[src/rtl/core_decode_stage.sv]
// Instruction-decode stage for an RV32I/RV32E core.
// Decodes the incoming instruction, builds its immediate, and reads both
// operands from a local register file with writeback bypass. Load-use
// hazards stall the input. Results are held in an ID/EX register with
// valid/ready handshakes on both sides.
module core_decode_stage #(
  parameter int XLEN        = 32,
  parameter int NUM_REGS    = 32,
  parameter bit RST_PC_ZERO = 1'b1
) (
  input  logic            i_clk,
  input  logic            i_rst,
  input  logic            i_valid,
  output logic            o_ready,
  input  logic [31:0]     i_instr,
  input  logic            i_flush,
  input  logic            i_ex_mem_read,
  input  logic [4:0]      i_ex_rd,
  input  logic            i_wb_reg_write,
  input  logic [4:0]      i_wb_rd,
  input  logic [XLEN-1:0] i_rd_din,
  output logic            o_valid,
  input  logic            i_ready,
  output logic [6:0]      o_opcode,
  output logic [4:0]      o_rd,
  output logic [2:0]      o_funct3,
  output logic [4:0]      o_rs1,
  output logic [4:0]      o_rs2,
  output logic [6:0]      o_funct7,
  output logic            o_reg_write,
  output logic            o_mem_write,
  output logic            o_mem_read,
  output logic            o_illegal,
  output logic [XLEN-1:0] o_imm,
  output logic [XLEN-1:0] o_rs1_dout,
  output logic [XLEN-1:0] o_rs2_dout
);

  localparam int         IDXW  = (NUM_REGS > 1) ? $clog2(NUM_REGS) : 1;
  localparam logic [5:0] NREGS = 6'(NUM_REGS);

  localparam logic [6:0] OPC_LUI    = 7'b0110111;
  localparam logic [6:0] OPC_AUIPC  = 7'b0010111;
  localparam logic [6:0] OPC_JAL    = 7'b1101111;
  localparam logic [6:0] OPC_JALR   = 7'b1100111;
  localparam logic [6:0] OPC_BRANCH = 7'b1100011;
  localparam logic [6:0] OPC_LOAD   = 7'b0000011;
  localparam logic [6:0] OPC_STORE  = 7'b0100011;
  localparam logic [6:0] OPC_OPIMM  = 7'b0010011;
  localparam logic [6:0] OPC_OP     = 7'b0110011;
  localparam logic [6:0] OPC_SYSTEM = 7'b1110011;

  // Instruction fields
  logic [6:0] opcode;
  logic [4:0] rd;
  logic [2:0] funct3;
  logic [4:0] rs1;
  logic [4:0] rs2;
  logic [6:0] funct7;

  assign opcode = i_instr[6:0];
  assign rd     = i_instr[11:7];
  assign funct3 = i_instr[14:12];
  assign rs1    = i_instr[19:15];
  assign rs2    = i_instr[24:20];
  assign funct7 = i_instr[31:25];

  // Immediate formats, all pre-sign-extended to 32 bits
  logic [31:0] imm_i;
  logic [31:0] imm_s;
  logic [31:0] imm_b;
  logic [31:0] imm_u;
  logic [31:0] imm_j;

  assign imm_i = {{20{i_instr[31]}}, i_instr[31:20]};
  assign imm_s = {{20{i_instr[31]}}, i_instr[31:25], i_instr[11:7]};
  assign imm_b = {{20{i_instr[31]}}, i_instr[7], i_instr[30:25], i_instr[11:8], 1'b0};
  assign imm_u = {i_instr[31:12], 12'b0};
  assign imm_j = {{12{i_instr[31]}}, i_instr[19:12], i_instr[20], i_instr[30:21], 1'b0};

  // Raw decode results before the illegal-instruction override
  logic        known_op;
  logic        reg_write_raw;
  logic        mem_write_raw;
  logic        mem_read_raw;
  logic        use_rs1;
  logic        use_rs2;
  logic [31:0] imm32;

  // Opcode decode: format selection, control bits and operand usage
  always_comb begin
    known_op      = 1'b1;
    reg_write_raw = 1'b0;
    mem_write_raw = 1'b0;
    mem_read_raw  = 1'b0;
    use_rs1       = 1'b0;
    use_rs2       = 1'b0;
    imm32         = '0;
    case (opcode)
      OPC_LUI, OPC_AUIPC: begin
        reg_write_raw = 1'b1;
        imm32         = imm_u;
      end
      OPC_JAL: begin
        reg_write_raw = 1'b1;
        imm32         = imm_j;
      end
      OPC_JALR: begin
        reg_write_raw = 1'b1;
        use_rs1       = 1'b1;
        imm32         = imm_i;
      end
      OPC_BRANCH: begin
        use_rs1 = 1'b1;
        use_rs2 = 1'b1;
        imm32   = imm_b;
      end
      OPC_LOAD: begin
        reg_write_raw = 1'b1;
        mem_read_raw  = 1'b1;
        use_rs1       = 1'b1;
        imm32         = imm_i;
      end
      OPC_STORE: begin
        mem_write_raw = 1'b1;
        use_rs1       = 1'b1;
        use_rs2       = 1'b1;
        imm32         = imm_s;
      end
      OPC_OPIMM: begin
        reg_write_raw = 1'b1;
        use_rs1       = 1'b1;
        imm32         = imm_i;
      end
      OPC_OP: begin
        reg_write_raw = 1'b1;
        use_rs1       = 1'b1;
        use_rs2       = 1'b1;
      end
      OPC_SYSTEM: begin
        // CSR ops write rd; the immediate CSR forms (funct3[2]=1) use rs1 as uimm
        reg_write_raw = (funct3 != 3'b000);
        use_rs1       = ~funct3[2];
        imm32         = imm_i;
      end
      default: begin
        known_op = 1'b0;
      end
    endcase
    if (rd == 5'd0) begin
      reg_write_raw = 1'b0;
    end
  end

  // Register indices beyond the implemented file (RV32E) are illegal when used
  logic rd_bad;
  logic rs1_bad;
  logic rs2_bad;
  logic illegal_d;

  assign rd_bad    = ({1'b0, rd}  >= NREGS);
  assign rs1_bad   = ({1'b0, rs1} >= NREGS);
  assign rs2_bad   = ({1'b0, rs2} >= NREGS);
  assign illegal_d = ~known_op | (use_rs1 & rs1_bad) | (use_rs2 & rs2_bad)
                   | (reg_write_raw & rd_bad);

  // An illegal instruction travels on to EX for trapping but must not side-effect
  logic            reg_write_d;
  logic            mem_write_d;
  logic            mem_read_d;
  logic [XLEN-1:0] imm_d;

  assign reg_write_d = reg_write_raw & ~illegal_d;
  assign mem_write_d = mem_write_raw & ~illegal_d;
  assign mem_read_d  = mem_read_raw  & ~illegal_d;
  assign imm_d       = XLEN'($signed(imm32));

  // Register file: one entry per architectural register, x0 tied to zero
  logic                              wb_en;
  logic [NUM_REGS-1:0][XLEN-1:0]     rf_rd;

  assign wb_en = i_wb_reg_write & (i_wb_rd != 5'd0) & ({1'b0, i_wb_rd} < NREGS);

  genvar gi;
  generate
    for (gi = 0; gi < NUM_REGS; gi++) begin : g_rf
      logic [XLEN-1:0] entry_q;
      if (gi == 0) begin : g_zero
        assign entry_q = '0;
      end else begin : g_entry
        // Capture writeback data addressed to this entry; reset clears it
        always_ff @(posedge i_clk) begin
          if (i_rst) begin
            entry_q <= '0;
          end else if (wb_en && (i_wb_rd == 5'(gi))) begin
            entry_q <= i_rd_din;
          end
        end
      end
      assign rf_rd[gi] = entry_q;
    end
  endgenerate

  // Combinational read: out-of-range and x0 read zero, in-flight writeback bypasses
  function automatic logic [XLEN-1:0] rf_read(
    input logic [4:0]                      idx,
    input logic [NUM_REGS-1:0][XLEN-1:0]   rf,
    input logic                            byp_en,
    input logic [4:0]                      byp_idx,
    input logic [XLEN-1:0]                 byp_data
  );
    logic [XLEN-1:0] val;
    val = '0;
    if ((idx != 5'd0) && ({1'b0, idx} < NREGS)) begin
      if (byp_en && (idx == byp_idx)) begin
        val = byp_data;
      end else begin
        val = rf[idx[IDXW-1:0]];
      end
    end
    return val;
  endfunction

  logic [XLEN-1:0] rs1_dout_d;
  logic [XLEN-1:0] rs2_dout_d;

  assign rs1_dout_d = rf_read(rs1, rf_rd, wb_en, i_wb_rd, i_rd_din);
  assign rs2_dout_d = rf_read(rs2, rf_rd, wb_en, i_wb_rd, i_rd_din);

  // Handshake: stall on load-use, back-pressure from EX, or flush
  logic valid_q;
  logic hazard;
  logic accept;

  assign hazard = i_valid & i_ex_mem_read & (i_ex_rd != 5'd0)
                & ((use_rs1 & (rs1 == i_ex_rd)) | (use_rs2 & (rs2 == i_ex_rd)));
  assign o_ready = (~valid_q | i_ready) & ~hazard & ~i_flush;
  assign accept  = i_valid & o_ready;

  // ID/EX register
  logic            reg_write_q;
  logic            mem_write_q;
  logic            mem_read_q;
  logic            illegal_q;
  logic [6:0]      opcode_q;
  logic [4:0]      rd_q;
  logic [2:0]      funct3_q;
  logic [4:0]      rs1_q;
  logic [4:0]      rs2_q;
  logic [6:0]      funct7_q;
  logic [XLEN-1:0] imm_q;
  logic [XLEN-1:0] rs1_dout_q;
  logic [XLEN-1:0] rs2_dout_q;

  // Valid and control bits: flush beats accept, accept beats drain-to-bubble
  always_ff @(posedge i_clk) begin
    if (i_rst) begin
      valid_q     <= 1'b0;
      reg_write_q <= 1'b0;
      mem_write_q <= 1'b0;
      mem_read_q  <= 1'b0;
      illegal_q   <= 1'b0;
    end else if (i_flush) begin
      valid_q <= 1'b0;
    end else if (accept) begin
      valid_q     <= 1'b1;
      reg_write_q <= reg_write_d;
      mem_write_q <= mem_write_d;
      mem_read_q  <= mem_read_d;
      illegal_q   <= illegal_d;
    end else if (valid_q && i_ready) begin
      valid_q <= 1'b0;
    end
  end

  // Datapath fields load on accept only; reset clearing is optional
  always_ff @(posedge i_clk) begin
    if (i_rst) begin
      if (RST_PC_ZERO) begin
        opcode_q   <= '0;
        rd_q       <= '0;
        funct3_q   <= '0;
        rs1_q      <= '0;
        rs2_q      <= '0;
        funct7_q   <= '0;
        imm_q      <= '0;
        rs1_dout_q <= '0;
        rs2_dout_q <= '0;
      end
    end else if (accept) begin
      opcode_q   <= opcode;
      rd_q       <= rd;
      funct3_q   <= funct3;
      rs1_q      <= rs1;
      rs2_q      <= rs2;
      funct7_q   <= funct7;
      imm_q      <= imm_d;
      rs1_dout_q <= rs1_dout_d;
      rs2_dout_q <= rs2_dout_d;
    end
  end

  assign o_valid     = valid_q;
  assign o_opcode    = opcode_q;
  assign o_rd        = rd_q;
  assign o_funct3    = funct3_q;
  assign o_rs1       = rs1_q;
  assign o_rs2       = rs2_q;
  assign o_funct7    = funct7_q;
  assign o_reg_write = reg_write_q;
  assign o_mem_write = mem_write_q;
  assign o_mem_read  = mem_read_q;
  assign o_illegal   = illegal_q;
  assign o_imm       = imm_q;
  assign o_rs1_dout  = rs1_dout_q;
  assign o_rs2_dout  = rs2_dout_q;

endmodule
[config.mk]
export PLATFORM = sky130hd
export DESIGN_NAME = core_decode_stage
export DESIGN_NICKNAME = d
export VERILOG_FILES = /design/src/rtl/core_decode_stage.sv
export SDC_FILE = /design/constraint.sdc
export NUM_CORES = 2
export LEC_CHECK = 0
export BUFFER_PORTS_ARGS = -buffer_cell sky130_fd_sc_hd__buf_2
export CAP_MARGIN = 20
export CORE_ASPECT_RATIO = 1.5
export CORE_MARGIN = 4
export CORE_UTILIZATION = 46
export CTS_BUF_LIST = sky130_fd_sc_hd__clkbuf_8 sky130_fd_sc_hd__clkbuf_16
export DETAILED_ROUTE_END_ITERATION = 10
export PLACE_DENSITY_LB_ADDON = 0.25
export SYNTH_ARGS = -nofsm -noshare
export SYNTH_HDL_FRONTEND = slang
export SYNTH_SLANG_ARGS = --single-unit
[constraint.sdc]
create_clock -name i_clk -period 3.7 [get_ports i_clk]
set_input_delay 0.74 -clock i_clk [delete_from_list [all_inputs] [get_ports i_clk]]
set_output_delay 0.74 -clock i_clk [all_outputs]
set_load 0.02 [all_outputs]
; ---- Word-level counts from Yosys, hierarchy flattened
; Cells that the tools add are included.
[classes]
bitwise_logic = 19
mux = 18
n_addsub = 0
reduce_logical = 49
n_div = 0
eq_ne = 45
shift = 0
n_lt_le_gt_ge = 2
mul = 0
[ops]
columns = cell, count
row1 = $bmux 32 s5, 2
row2 = $mux 32, 6
row3 = $pmux 32 s5, 1
row4 = $eq 5x5->1 const B, 16
row5 = $eq 5x4->1 const B, 8
row6 = $logic_and 1x1->1, 34
row7 = $eq 7x7->1 const B, 4
row8 = $eq 7x6->1 const B, 3
row9 = $eq 5x3->1 const B, 4
row10 = $eq 5x5->1, 4
row11 = $reduce_bool 5->1, 4
row12 = $eq 7x5->1 const B, 2
row13 = $and 1x1->1, 12
row14 = $lt 5x6->1 const B, 2
row15 = $eq 5x2->1 const B, 2
row16 = $reduce_or 10->1, 1
row17 = $eq 7x2->1 const B, 1
row18 = $mux 1, 7
row19 = $reduce_or 7->1, 1
row20 = $reduce_or 6->1, 1
row21 = $eq 5x1->1 const B, 1
row22 = $logic_not 5->1, 1
row23 = $not 1->1, 5
row24 = $pmux 1 s2, 2
row25 = 7 further kinds, 9
[totals]
in_bits = 81
word_cells = 178
ram_bits = 0
output_inout_bits = 134
ff_bits = 1125
mem_bits_ro = 0
mem_count = 0
latchBits = 0

; ---- Longest topological paths before layout
[depth]
ltp_word = 11
depth_mapped = 10
mapped_depth_nobuf = 6

; ---- Least setup slack after synthesis
; Ideal clock, no wire load.
[synth_path]
kind = input -> output
from = in i_instr[3]
to = out o_ready
slack_ns = 0.562
path_stages = 7
n_path_buf = 2
arrival_time_ns = 2.398
required_ns = 2.960
cell_sequence = buf_2 -> nand4bb_1 -> or3_1 -> or2_1 -> a211oi_4 -> buf_2 -> nor3_1
[synth_between]
elab_chain_cells = 9
word_cells_on_any_way = 18
classes_between = eq/ne: 7 / mux: 2 / bitwise: 7 / reduce/logical: 2
[synth_rtl]
columns = element, line_no
row1 = "start, declared", 15  ; input logic [31:0] i_instr,
row2 = "$eq 7x5->1, or another cell as far along", 99  ; case (opcode)
row3 = $reduce_or 6->1 (no line) / $reduce_or 3->1 (equally long branches), -
row4 = $pmux 1 s2 / $mux 1 (equally long branches), 99
row5 = $and 1x1->1, 236  ; & ((use_rs1 & (rs1 == i_ex_rd)) | (use_rs2 & (rs2 == i_ex_rd)));
row6 = $or 1x1->1 *, 236
row7 = $and 1x1->1 *, 236
row8 = $not 1->1 *, 237  ; assign o_ready = (~valid_q | i_ready) & ~hazard & ~i_flush;
row9 = $and 1x1->1 * (2 in a row), 237
row10 = "end, declared", 14  ; output logic o_ready,
; Mark *: on every way between the ends. The rest lies on a longest branch, timed or not.

; ---- Worst setup path after layout
; Same ends and word-level chain as after synthesis.

==> flow_summary.yaml <==
drt:
  drc: 0
  drt_pre_antenna_iters: 6
  dr_total_vias: 52250
  via_per_inst: 6.409
  wl_per_cell_um: 28.34
  drt_iter0_drc: 7052
  finalWirelength_mm: 231.1
  ant_nets: 0
clock_network:
  clock_sinks: 1125
  clk_latency_ns: 0.76
  cts_hold_buf: 0
  cts.reportedPaths.clkPinSlew_ns: 0.06
  cts_resized: 0
  cts_tree: "done"
  clockRootBuffer: "clkbuf_16"
  cts_made_buffers: 110
  cts_setup_buffers: 0
  clk_path_buf_depth: 3
  htreeDepth: 3
worst_hold_path:
  holdPathStages: 2
  hp-class: "primary input to register"
  min_to: "o_valid$_SDFFE_PP0P_"
  worstHoldStart: "i_flush"
layout:
  seq_area_um2: 22520
  multi_input_area_um2: 30670
  fill_cells: 11010
  syn2layout_area_growth_pct: 12.90
  layout-drive-gt1-share: 0.1812
  fin_nets: 6550
  finalInstanceArea_um2: 62950
  final_common_cell: "nand2_1"
  mostFrequentLayoutCells: "nand2_1 (2,071), dfxtp_1 (1,125), a21oi_1 (1,035)"
setup_path:
  reg2reg_depth: 8
  cp.arrival_ns: 2.56
  r2r_end: "o_rs1_dout[2]$_SDFFE_PP0P_"
  timing.reg2reg.setup_slack_ns: 1.12
  endpoint_kind: "primary output"
  cp.required_ns: 2.96
  cp_max_fo: 10
  crit_type: "primary input to primary output"
  critPathLaunchType: "primary input"
  reg2reg_from: "o_valid$_SDFFE_PP0P_"
global_routing:
  grt_pass1_wl_mm: 333.4
  grt_pass1_vias: 49770
  antenna_found_initial: 14
  grtUsageTotal: 0.3508
  grt_max_degree: 188
  overflow: 0
run_status:
  status: "complete, no violations"
logic_synthesis:
  synth-seq-cells: 1125
  synthFlopType: "dfxtp_1"
  synth_top_area_cell: "dfxtp_1"
  synth_area_leaders: "dfxtp_1 (40%), nand2_1 (14%), mux4_2 (14%)"
  synthCells: 6550
  syn_nets: 6631
  synth_top_area_share: 0.4039
  synth-edff-count: 0
  async_reset_ff_frac: 0
  syn_area_per_cell_um2: 8.513
  syn-cell-area_um2: 55760
  yosysUniqueCellTypes: 65
  yosys_warnings: 0
  yosysSeqAreaShare: 0.4039
floorplanning:
  coreArea_um2: 120400
  die_h_um: 434.4
  dieWidth_um: 292.3
  ios: 215
  num_rows: 156
  dieArea_um2: 127000
  initial_core_util: 0.4630
sta:
  period_share: 0.8913
  drv_slew: 0
  relSlewSlack: 0.2210
  finalHoldViolCount: 0
  final-setup-viol-count: 0
  worst_pin_slew_ns: 1.169
  tns_ns: 0
  max_freq_mhz: 303.2
  finalCriticalPeriod_ns: 3.298
  rsz0062_at_grt: "false"
  skew_ns: 0.05239
pwr:
  p_per_area_nw_per_um2: 422.5
  leakage_uw: 0.02121
  vdd_drop_max_v: 0.0003177
place:
  hpwlAfterDp_mm: 145.6
  io_buffers: 214
  place_area_um2: 59100
  gp_congestion: 0.9636
run:
  maxCapViolCount: 0
how the worst max path moves through the flow:
stage / depth (start not counted) / end / slack [ns] / from
final: 7 / o_ready / 0.40 / i_instr[3]
after global routing: 7 / o_ready / 0.36 / i_instr[3]
after CTS: 7 / o_ready / 0.43 / i_instr[3]
after floorplan: 7 / o_ready / 0.56 / i_instr[3]
after global placement: 8 / o_rs1_dout[24]$_SDFFE_PP0P_ / 0.06 / i_instr[16]
after detailed placement: 9 / o_rs2_dout[30]$_SDFFE_PP0P_ / 0.04 / i_wb_rd[1]
cell usage after synthesis, types with 21 or more instances:
master	number
buf_1	36
o32ai_1	23
o22ai_1	135
a221o_1	34
nand3_1	21
a21oi_1	1035
o21ai_0	41
nor4_1	27
mux4_2	340
nand2_1	2083
a22oi_1	63
a221oi_1	30
clkbuf_1	526
clkbuf_2	23
buf_2	106
dfxtp_1	1125
mux2i_1	311
nor3_1	65
a22o_1	38
mux2_2	86
inv_1	25
a211oi_1	47
o211a_1	24
nor2_1	150
area by class of cell:
class | count | share of cell area
multi-input cells | 4703 | 0.4872
clock inverters | 68 | 0.01099
diodes | 11 | 0.0004372
inverters | 25 | 0.001491
repair buffers | 504 | 0.06096
clock buffers | 136 | 0.04977
flip-flops and latches | 1125 | 0.3577
well taps | 1580 | 0.03140
critical path, cell delays in order:
cell and delay (ns):
buf_2 0.16, nand4bb_1 0.23, or3_1 0.44, or2_1 0.28, a211oi_4 0.43, nor3_1 0.09, buf_2 0.18
through the flow:
stage | cells | setup WS [ns] | hold slack (ns) | total power, uW | util
floorplan | 6550 | 0.5624 | 0.4385 | 13920 | -
global placement | 7936 | 0.05595 | 0.4412 | 14740 | 0.4906
detailed placement | 7937 | 0.03659 | 0.4419 | 14750 | 0.4908
CTS | 8141 | 0.4262 | 0.1794 | 26610 | 0.5225
global route | 8143 | 0.3571 | 0.2310 | 27200 | 0.5226
finish | 8152 | 0.4020 | 0.2144 | 26600 | 0.5227
registers in the layout, summed over array words and instances (netlist names):
name          count
g_rf.entry_q    992
o_imm            32
o_rs1_dout       32
o_rs2_dout       32
o_funct7          7
o_opcode          7
o_rd              5
o_rs1             5
o_rs2             5
o_funct3          3
o_illegal         1
o_mem_read        1
o_mem_write       1
o_reg_write       1
o_valid           1
logic make-up after synthesis:
group | Yosys count | share of synthesized area
mux | 737 | 0.2105
buf+inv | 722 | 0.05217
flops | 1125 | 0.4039
xor+xnor | 21 | 0.003299
compound gates | 1515 | 0.1584
simple gates | 2430 | 0.1717
report_power, final:
group	switching (uW)	internal, uW
sequential	81.9	12200
combinational	1580	656
clock	5160	6890
per-layer routing:
layer  routed length (um)  global-route usage  up-vias
met4                24370              0.3103       14
met5                  104                   0        -
met3                24640             0.06664      975
li1                     -                   -    22740
met1                80400              0.4202    25090
met2               101500              0.5387     3422
No activity file was read; power rests on OpenSTA's default activity.
